<file path="config.mk">
export PLATFORM = sky130hd
export DESIGN_NAME = prog_sequencer
export DESIGN_NICKNAME = d
export VERILOG_FILES = /design/src/rtl/prog_sequencer.sv
export SDC_FILE = /design/constraint.sdc
export NUM_CORES = 1
export LEC_CHECK = 0
export ABC_AREA = 1
export CAP_MARGIN = 30
export CORE_MARGIN = 1
export CORE_UTILIZATION = 51
export DETAILED_ROUTE_END_ITERATION = 8
export GPL_ROUTABILITY_DRIVEN = 0
export GPL_TIMING_DRIVEN = 1
export PLACE_DENSITY = 0.89
export SYNTH_ARGS = -nofsm -noshare
export SYNTH_HDL_FRONTEND = slang
export SYNTH_SLANG_ARGS = --single-unit
</file>
<file path="constraint.sdc">
create_clock -name clk_i -period 1.9 [get_ports clk_i]
set_input_delay 0.285 -clock clk_i [delete_from_list [all_inputs] [get_ports clk_i]]
set_output_delay 0.285 -clock clk_i [all_outputs]
set_load 0.01 [all_outputs]
</file>
<file path="src/rtl/prog_sequencer.sv">
// Program-run controller: arms one of NUM_PROGS entry points on the Start handshake,
// sequences the PC with relative branches until the all-ones halt opcode, and counts run cycles.
module prog_sequencer #(
  parameter int unsigned PC_W      = 10,
  parameter int unsigned INST_W    = 9,
  parameter int unsigned TGT_W     = 8,
  parameter int unsigned NUM_PROGS = 3,
  parameter logic [NUM_PROGS*PC_W-1:0] PROG_BASE = {10'd512, 10'd256, 10'd0},
  parameter int unsigned CNT_W     = 16
) (
  input  logic              clk_i,
  input  logic              rst_i,
  input  logic              start_i,
  input  logic [2:0]        prog_sel_i,
  input  logic [INST_W-1:0] inst_i,
  input  logic              branch_en_i,
  input  logic              forward_i,
  input  logic [TGT_W-1:0]  target_i,
  output logic [PC_W-1:0]   prog_ctr_o,
  output logic              going_o,
  output logic              ack_o,
  output logic [CNT_W-1:0]  cycle_count_o,
  output logic [2:0]        active_prog_o,
  output logic              sel_err_o
);

  typedef enum logic [1:0] {StIdle, StArm, StRun, StDone} state_e;

  state_e           state_q;
  logic [PC_W-1:0]  pc_q;
  logic [CNT_W-1:0] cnt_q;
  logic [2:0]       active_q;
  logic             sel_err_q;
  logic             going_q;
  logic             ack_q;

  logic [3:0]       num_progs_c;
  logic             sel_valid;
  logic [PC_W-1:0]  sel_base;
  logic [PC_W-1:0]  tgt_ext;
  logic [PC_W-1:0]  pc_run;
  logic             halt;

  assign num_progs_c = 4'(NUM_PROGS);
  assign sel_valid   = {1'b0, prog_sel_i} < num_progs_c;
  assign tgt_ext     = PC_W'(target_i);
  assign halt        = (inst_i == {INST_W{1'b1}});

  // Slot lookup only matches in-range indices, so PROG_BASE is never indexed out of bounds.
  always_comb begin
    sel_base = '0;
    for (int k = 0; k < int'(NUM_PROGS); k++) begin
      if (prog_sel_i == 3'(k)) sel_base = PROG_BASE[k*PC_W +: PC_W];
    end
  end

  always_comb begin
    pc_run = pc_q + PC_W'(1);
    if (branch_en_i) pc_run = forward_i ? (pc_q + tgt_ext) : (pc_q - tgt_ext);
  end

  always_ff @(posedge clk_i or posedge rst_i) begin
    if (rst_i) begin
      state_q   <= StIdle;
      pc_q      <= '0;
      cnt_q     <= '0;
      active_q  <= '0;
      sel_err_q <= 1'b0;
      going_q   <= 1'b0;
      ack_q     <= 1'b0;
    end else begin
      case (state_q)
        StIdle, StDone: begin
          if (start_i) begin
            if (sel_valid) begin
              state_q  <= StArm;
              pc_q     <= sel_base;
              active_q <= prog_sel_i;
              going_q  <= 1'b0;
              ack_q    <= 1'b0;
            end else begin
              sel_err_q <= 1'b1;
            end
          end
        end
        StArm: begin
          if (start_i) begin
            if (sel_valid) begin
              pc_q     <= sel_base;
              active_q <= prog_sel_i;
            end else begin
              sel_err_q <= 1'b1;
            end
          end else begin
            state_q <= StRun;
            cnt_q   <= '0;
            going_q <= 1'b1;
          end
        end
        StRun: begin
          if (cnt_q != {CNT_W{1'b1}}) cnt_q <= cnt_q + CNT_W'(1);
          // Halt wins over a simultaneous branch; PC stays on the halt address.
          if (halt) begin
            state_q <= StDone;
            going_q <= 1'b0;
            ack_q   <= 1'b1;
          end else begin
            pc_q <= pc_run;
          end
        end
        default: begin
          state_q <= StIdle;
          going_q <= 1'b0;
          ack_q   <= 1'b0;
        end
      endcase
    end
  end

  assign prog_ctr_o    = pc_q;
  assign going_o       = going_q;
  assign ack_o         = ack_q;
  assign cycle_count_o = cnt_q;
  assign active_prog_o = active_q;
  assign sel_err_o     = sel_err_q;

endmodule

</file>
# ---- After elaboration in Yosys (flattened, before gate mapping)
# Index checks and enable logic that the tools add are counted.
dict set report word_totals {
  regBits 34
  out_inout_bits 32
  input_bits 25
  wordCells 62
}
dict set report op_classes {
  mux 23
  order_cmp 1
  n_reduce_logical 11
  n_addsub 4
  eq_ne 15
  bitwise_logic 1
}
# cell count
set op_table {}
lappend op_table {{$mux W10} 6}
lappend op_table {{$mux W16} 2}
lappend op_table {{$pmux W16 S2} 1}
lappend op_table {{$pmux W10 S2} 1}
lappend op_table {{$add A16 B1 Y16 const B} 1}
lappend op_table {{$ne A16 B16 Y1 const B} 1}
lappend op_table {{$ne A2 B2 Y1 const B} 6}
lappend op_table {{$reduce_and A3 Y1} 4}
lappend op_table {{$add A10 B1 Y10 const B} 1}
lappend op_table {{$add A10 B8 Y10} 1}
lappend op_table {{$sub A10 B8 Y10} 1}
lappend op_table {{$eq A9 B9 Y1 const B} 1}
lappend op_table {{$mux W9} 1}
lappend op_table {{$mux W2} 4}
lappend op_table {{$reduce_and A4 Y1} 2}
lappend op_table {{$pmux W2 S3} 1}
lappend op_table {{$mux W1} 5}
lappend op_table {{$eq A2 B2 Y1 const B} 2}
lappend op_table {{$ne A2 B1 Y1 const B} 2}
lappend op_table {{$reduce_bool A2 Y1} 2}
lappend op_table {{$eq A3 B1 Y1 const B} 1}
lappend op_table {{$eq A3 B2 Y1 const B} 1}
lappend op_table {{$lt A3 B2 Y1 const B} 1}
lappend op_table {{$pmux W1 S3} 1}
lappend op_table {{6 further kinds} 6}

# ---- Longest topological paths before layout
dict set report logic_depth {
  depth_word 6
  ltp_mapped 17
  depth_no_buf 17
}

# ---- Worst setup path before layout
# No wires, ideal clock.
dict set report synth_path {
  path_type {input-to-reg}
  from {input port target_i[2]}
  to {register pc_q[8], in the netlist prog_ctr_o[8]}
  required_time_ns 1.823
  path_buffers 0
  t_arrival_ns 1.935
  path_stages 15
  setup_slack_ns -0.113
  cell_sequence {nor2_1 -> nand2_1 -> nor2_1 -> inv_1 -> nor3_1 -> nor2_1 -> o21ai_0 -> a21oi_1 -> ha_1 -> a21oi_1 -> a21boi_0 -> nand2_1 -> nand2_1 -> nand3_1 -> a21oi_1}
}
dict set report synth_via {
  elab_chain_cells 5
  elab_cells_between_ends 6
  classes_between {add/sub (2); mux (4)}
}
# element line_no
set synth_rtl {}
lappend synth_rtl {{start, declared} 18} ;# input logic [TGT_W-1:0] target_i,
lappend synth_rtl {{$sub A10 B8 Y10 / $add A10 B8 Y10 (equally long branches)} 59} ;# if (branch_en_i) pc_run = forward_i ? (pc_q + tgt_ext) : (pc_q - tgt_ext);
lappend synth_rtl {{$mux W10 * (2 in a row)} 59}
lappend synth_rtl {{$mux W10 *} 103} ;# if (halt) begin
lappend synth_rtl {{$pmux W10 S2 *} 72} ;# case (state_q)
lappend synth_rtl {{end signal, assigned} 77} ;# pc_q <= sel_base;
lappend synth_rtl {{end signal, assigned} 89} ;# pc_q <= sel_base;
lappend synth_rtl {{end signal, assigned} 108} ;# pc_q <= pc_run;
lappend synth_rtl {{end, declared} 30} ;# logic [PC_W-1:0] pc_q;
# Mark *: on every way between the ends. The rest lies on a longest branch, timed or not. The select of a mux whose other input is x is not followed.
# A chain may end at the register's enable or synchronous reset.

# ---- Worst setup path in the final report
dict set report layout_path {
  from {input port target_i[7]}
  to {register pc_q[9], in the netlist prog_ctr_o[9]}
}
# The elaborated chain is that of the path after synthesis.

==> flow_summary.ini <==
[finish]
num-nets-final = 495
instances_no_fill = 508
n_antenna_cell = 0
post-route-cell-area_um2 = 3797
drive_gt1_share_pct = 31.14
area_growth_pct = 53.98
utilization_pct = 84.31
num-fill-cells = 235

[timing]
slew_headroom_pct = 66.41
worst_clock_skew_ns = 0.005356
max_slew.worst_pin.slew_ns = 0.5000
worst_slack_ns = -0.1558
fin_crit_sh_pct = 108.2
setup_violations = 3
final-max-slew-violation-count = 0
hold_viol = 0
finalCriticalPeriod_ns = 2.056
rsz0062_at_grt = yes
max_freq_mhz = 486.4

[synth]
async_flop_share_pct = 100.0
yosys_warnings = 0
synthFlopType = dfrtp_1
synth_area_um2 = 2466
synthMuxAreaShare_pct = 0.4059
synth_area_leaders = dfrtp_1 (35%), nand2_1 (13%), inv_1 (7.2%)
avgSynthCellArea_um2 = 7.253
yosysTopAreaCell = dfrtp_1
synth_top_area_share_pct = 34.50
synth-edff-count = 0
synthCells = 340
yosysUniqueCellTypes = 35
syn_nets = 380
seq_area_frac_synth_pct = 34.50
yosys.area_share.adder_pct = 7.915
synth-simple-area-share_pct = 30.49
synth_top_family_by_area = simple AND/OR/NAND/NOR gates
synth-seq-cells = 34
synth-compound-area-share_pct = 14.31
yosys.area_share.xor_xnor_pct = 3.196

[drt]
route.met3.wl_um = 732
dr.pass1.iters = 5
ant_nets = 0
highest-signal-layer = met4
drt-met1-wl_um = 3323
wl_um = 8885
via_count = 3072
wl_met2_um = 4459
drt-initial-drc-count = 288
viasPerCell = 6.047
routedWlPerCell_um = 17.49
route.detailed.drc = 0

[clock_tree]
clockBufferDepth = 2
ctsHoldBuffers = 0
cts-htree-levels = 2
numCtsBuffers = 5
cts_tree = yes
clock_sinks = 34
clk_pin_slew_worst_paths_ns = 0.08
clkLatencyLatePin_ns = 0.30
cts_root_buffer = clkbuf_8

[setup_path]
crit_family = simple AND/OR/NAND/NOR gates
path_cells = clkdlybuf4s50_1 > nor3_2 > a21boi_1 > ha_1 > nand2_1 > nand2_1 > a21oi_2 > nand3_2 > nand3_2 > nand3_2 > a21oi_2
r2r_slack_ns = 0.08
worstPathRequired_ns = 2.13
slowest_delay_ns = 0.46
arrival_ns = 2.28
startpoint_type = input port
cp_slowest_cell = clkdlybuf4s50_1
critPathMaxFanout = 3
crit_path_frequent_cell = nand3_2
worstSetupEndpointType = flip-flop
crit_buf_inv = 1
path_class = input port to flip-flop

[floorplan]
initial_core_util_pct = 54.75
coreArea_um2 = 4504
dieArea_um2 = 5117
die_x_um = 71.54
io_pins = 57
die_h_um = 71.54
rows = 24

[global_route]
grt_util_all_layers_pct = 31.11
grt_start_max_net_pins = 35
grt_pass1_vias = 2837
grt-ovfl-total = 0
antenna_found_initial = 0
grt_pass1_wl_um = 12490

[placed_design]
placed_cells = 483
dpl_worst_slack_ns = -0.8112
post_dp_cell_area_um2 = 3373
hpwl_um = 5260
portBuffers = 56

[run_status]
outcome = finished with violations
violations = negative setup slack

[power]
power_density_nw_per_um2 = 1029
vdd_drop_max_v = 0.0008811
p_leak_uw = 0.001802

[job]
cap_viol_max_count = 0

[min_path]
hold_class = input port to async pin
## layout by cell type, fill, tap and decap left out, drive strengths merged, types with 8 or more instances in the layout
| master | instances |
|---|---|
| nand4 | 9 |
| dfrtp | 34 |
| nor3 | 10 |
| a21oi | 16 |
| buf | 62 |
| inv | 48 |
| ha | 14 |
| clkdlybuf4s50 | 47 |
| clkbuf | 8 |
| nor2 | 37 |
| nand2 | 90 |
| o21ai | 33 |
| nand3 | 19 |
## registers in the layout (all words and copies together) (netlist names)
register       cells
state_q            2
sel_err_o          1
going_o            1
cycle_count_o     16
prog_ctr_o        10
ack_o              1
active_prog_o      3
## what timing repair did
| item | in CTS | in global routing |
|---|---|---|
| pin swaps | 25 | 39 |
| buffers inserted | 10 | 7 |
| endpoints found under the hold margin | 0 | 0 |
| endpoints found under the setup margin | 9 | 8 |
| resized for setup | 54 | 45 |
## synth_stat cells (all sizes together), types with 2 or more instances
library cell	n
a21boi	2
a21oi	16
a22o	2
a31o	3
buf	5
dfrtp	34
ha	14
inv	48
nand2	90
nand3	19
nand4	9
nor2	37
nor3	10
o21ai	33
o31ai	3
xnor2	4
xor2	5
## area by class of cell
class	instances	area, um^2	share of cell area [%]
inverters	48	185.2	4.876
repair buffers	113	997.2	26.26
clock inverters	2	12.51	0.3295
well taps	52	65.06	1.713
flip-flops and latches	34	850.8	22.41
clock buffers	6	82.58	2.175
multi-input cells	253	1604	42.24
## worst register-to-register path: cells and delay by family (launching register included)
kind / cells / cell delay (ns)
compound gates: 1 / 0.14
fa+ha+maj: 2 / 0.64
flops: 1 / 0.41
simple gates: 6 / 0.58
## path summary, 6_finish.rpt
| path | start | end | depth (start not counted) |
|---|---|---|---|
| worst max-delay path | target_i[7] | prog_ctr_o[9] | 11 |
| worst min-delay path | rst_i | cycle_count_o[11] | 3 |
| worst max register to register | prog_ctr_o[0] | prog_ctr_o[8] | 9 |
| worst min register to register | sel_err_o | sel_err_o | 1 |
| max in group asynchronous | rst_i | active_prog_o[2] | 3 |
| min in group clk_i | sel_err_o | sel_err_o | 1 |
## power breakdown
part	switching (uW)	internal [uW]	total [uW]
Clock	298	292	590
Combinational	1250	1040	2290
Sequential	148	880	1030
## metal layers
| metal | vias to the layer above | global-route usage (%) |
|---|---|---|
| li1 | 1342 | - |
| met1 | 1463 | 36.91 |
| met2 | 213 | 54.39 |
| met3 | 54 | 7.736 |
| met4 | 0 | 12.20 |
| met5 | - | 0 |
## stage by stage
step / TNS [ns] / power [uW] / hold slack (ns)
after floorplan: -0.02520 / 2120 / 0.4266
after global placement: -5.141 / 2858 / 0.4647
after detailed placement: -5.815 / 2954 / 0.4543
after CTS: -0.05978 / 3630 / 0.4142
after global routing: -0.7451 / 4101 / 0.4733
final: -0.2584 / 3907 / 0.4025
## cells by family (layout without fill, tap and decap cells)
logic type               count (synthesis)  count (layout)
multiplexers                             1               1
adder cells (fa/ha/maj)                 15              15
XOR/XNOR                                 9               9
AND/OR/NAND/NOR                        168             168
buffers and inverters                   53             169
flip-flops                              34              34
AO/OA/AOI/OAI                           60              60
No activity file was read; power rests on OpenSTA's default activity.
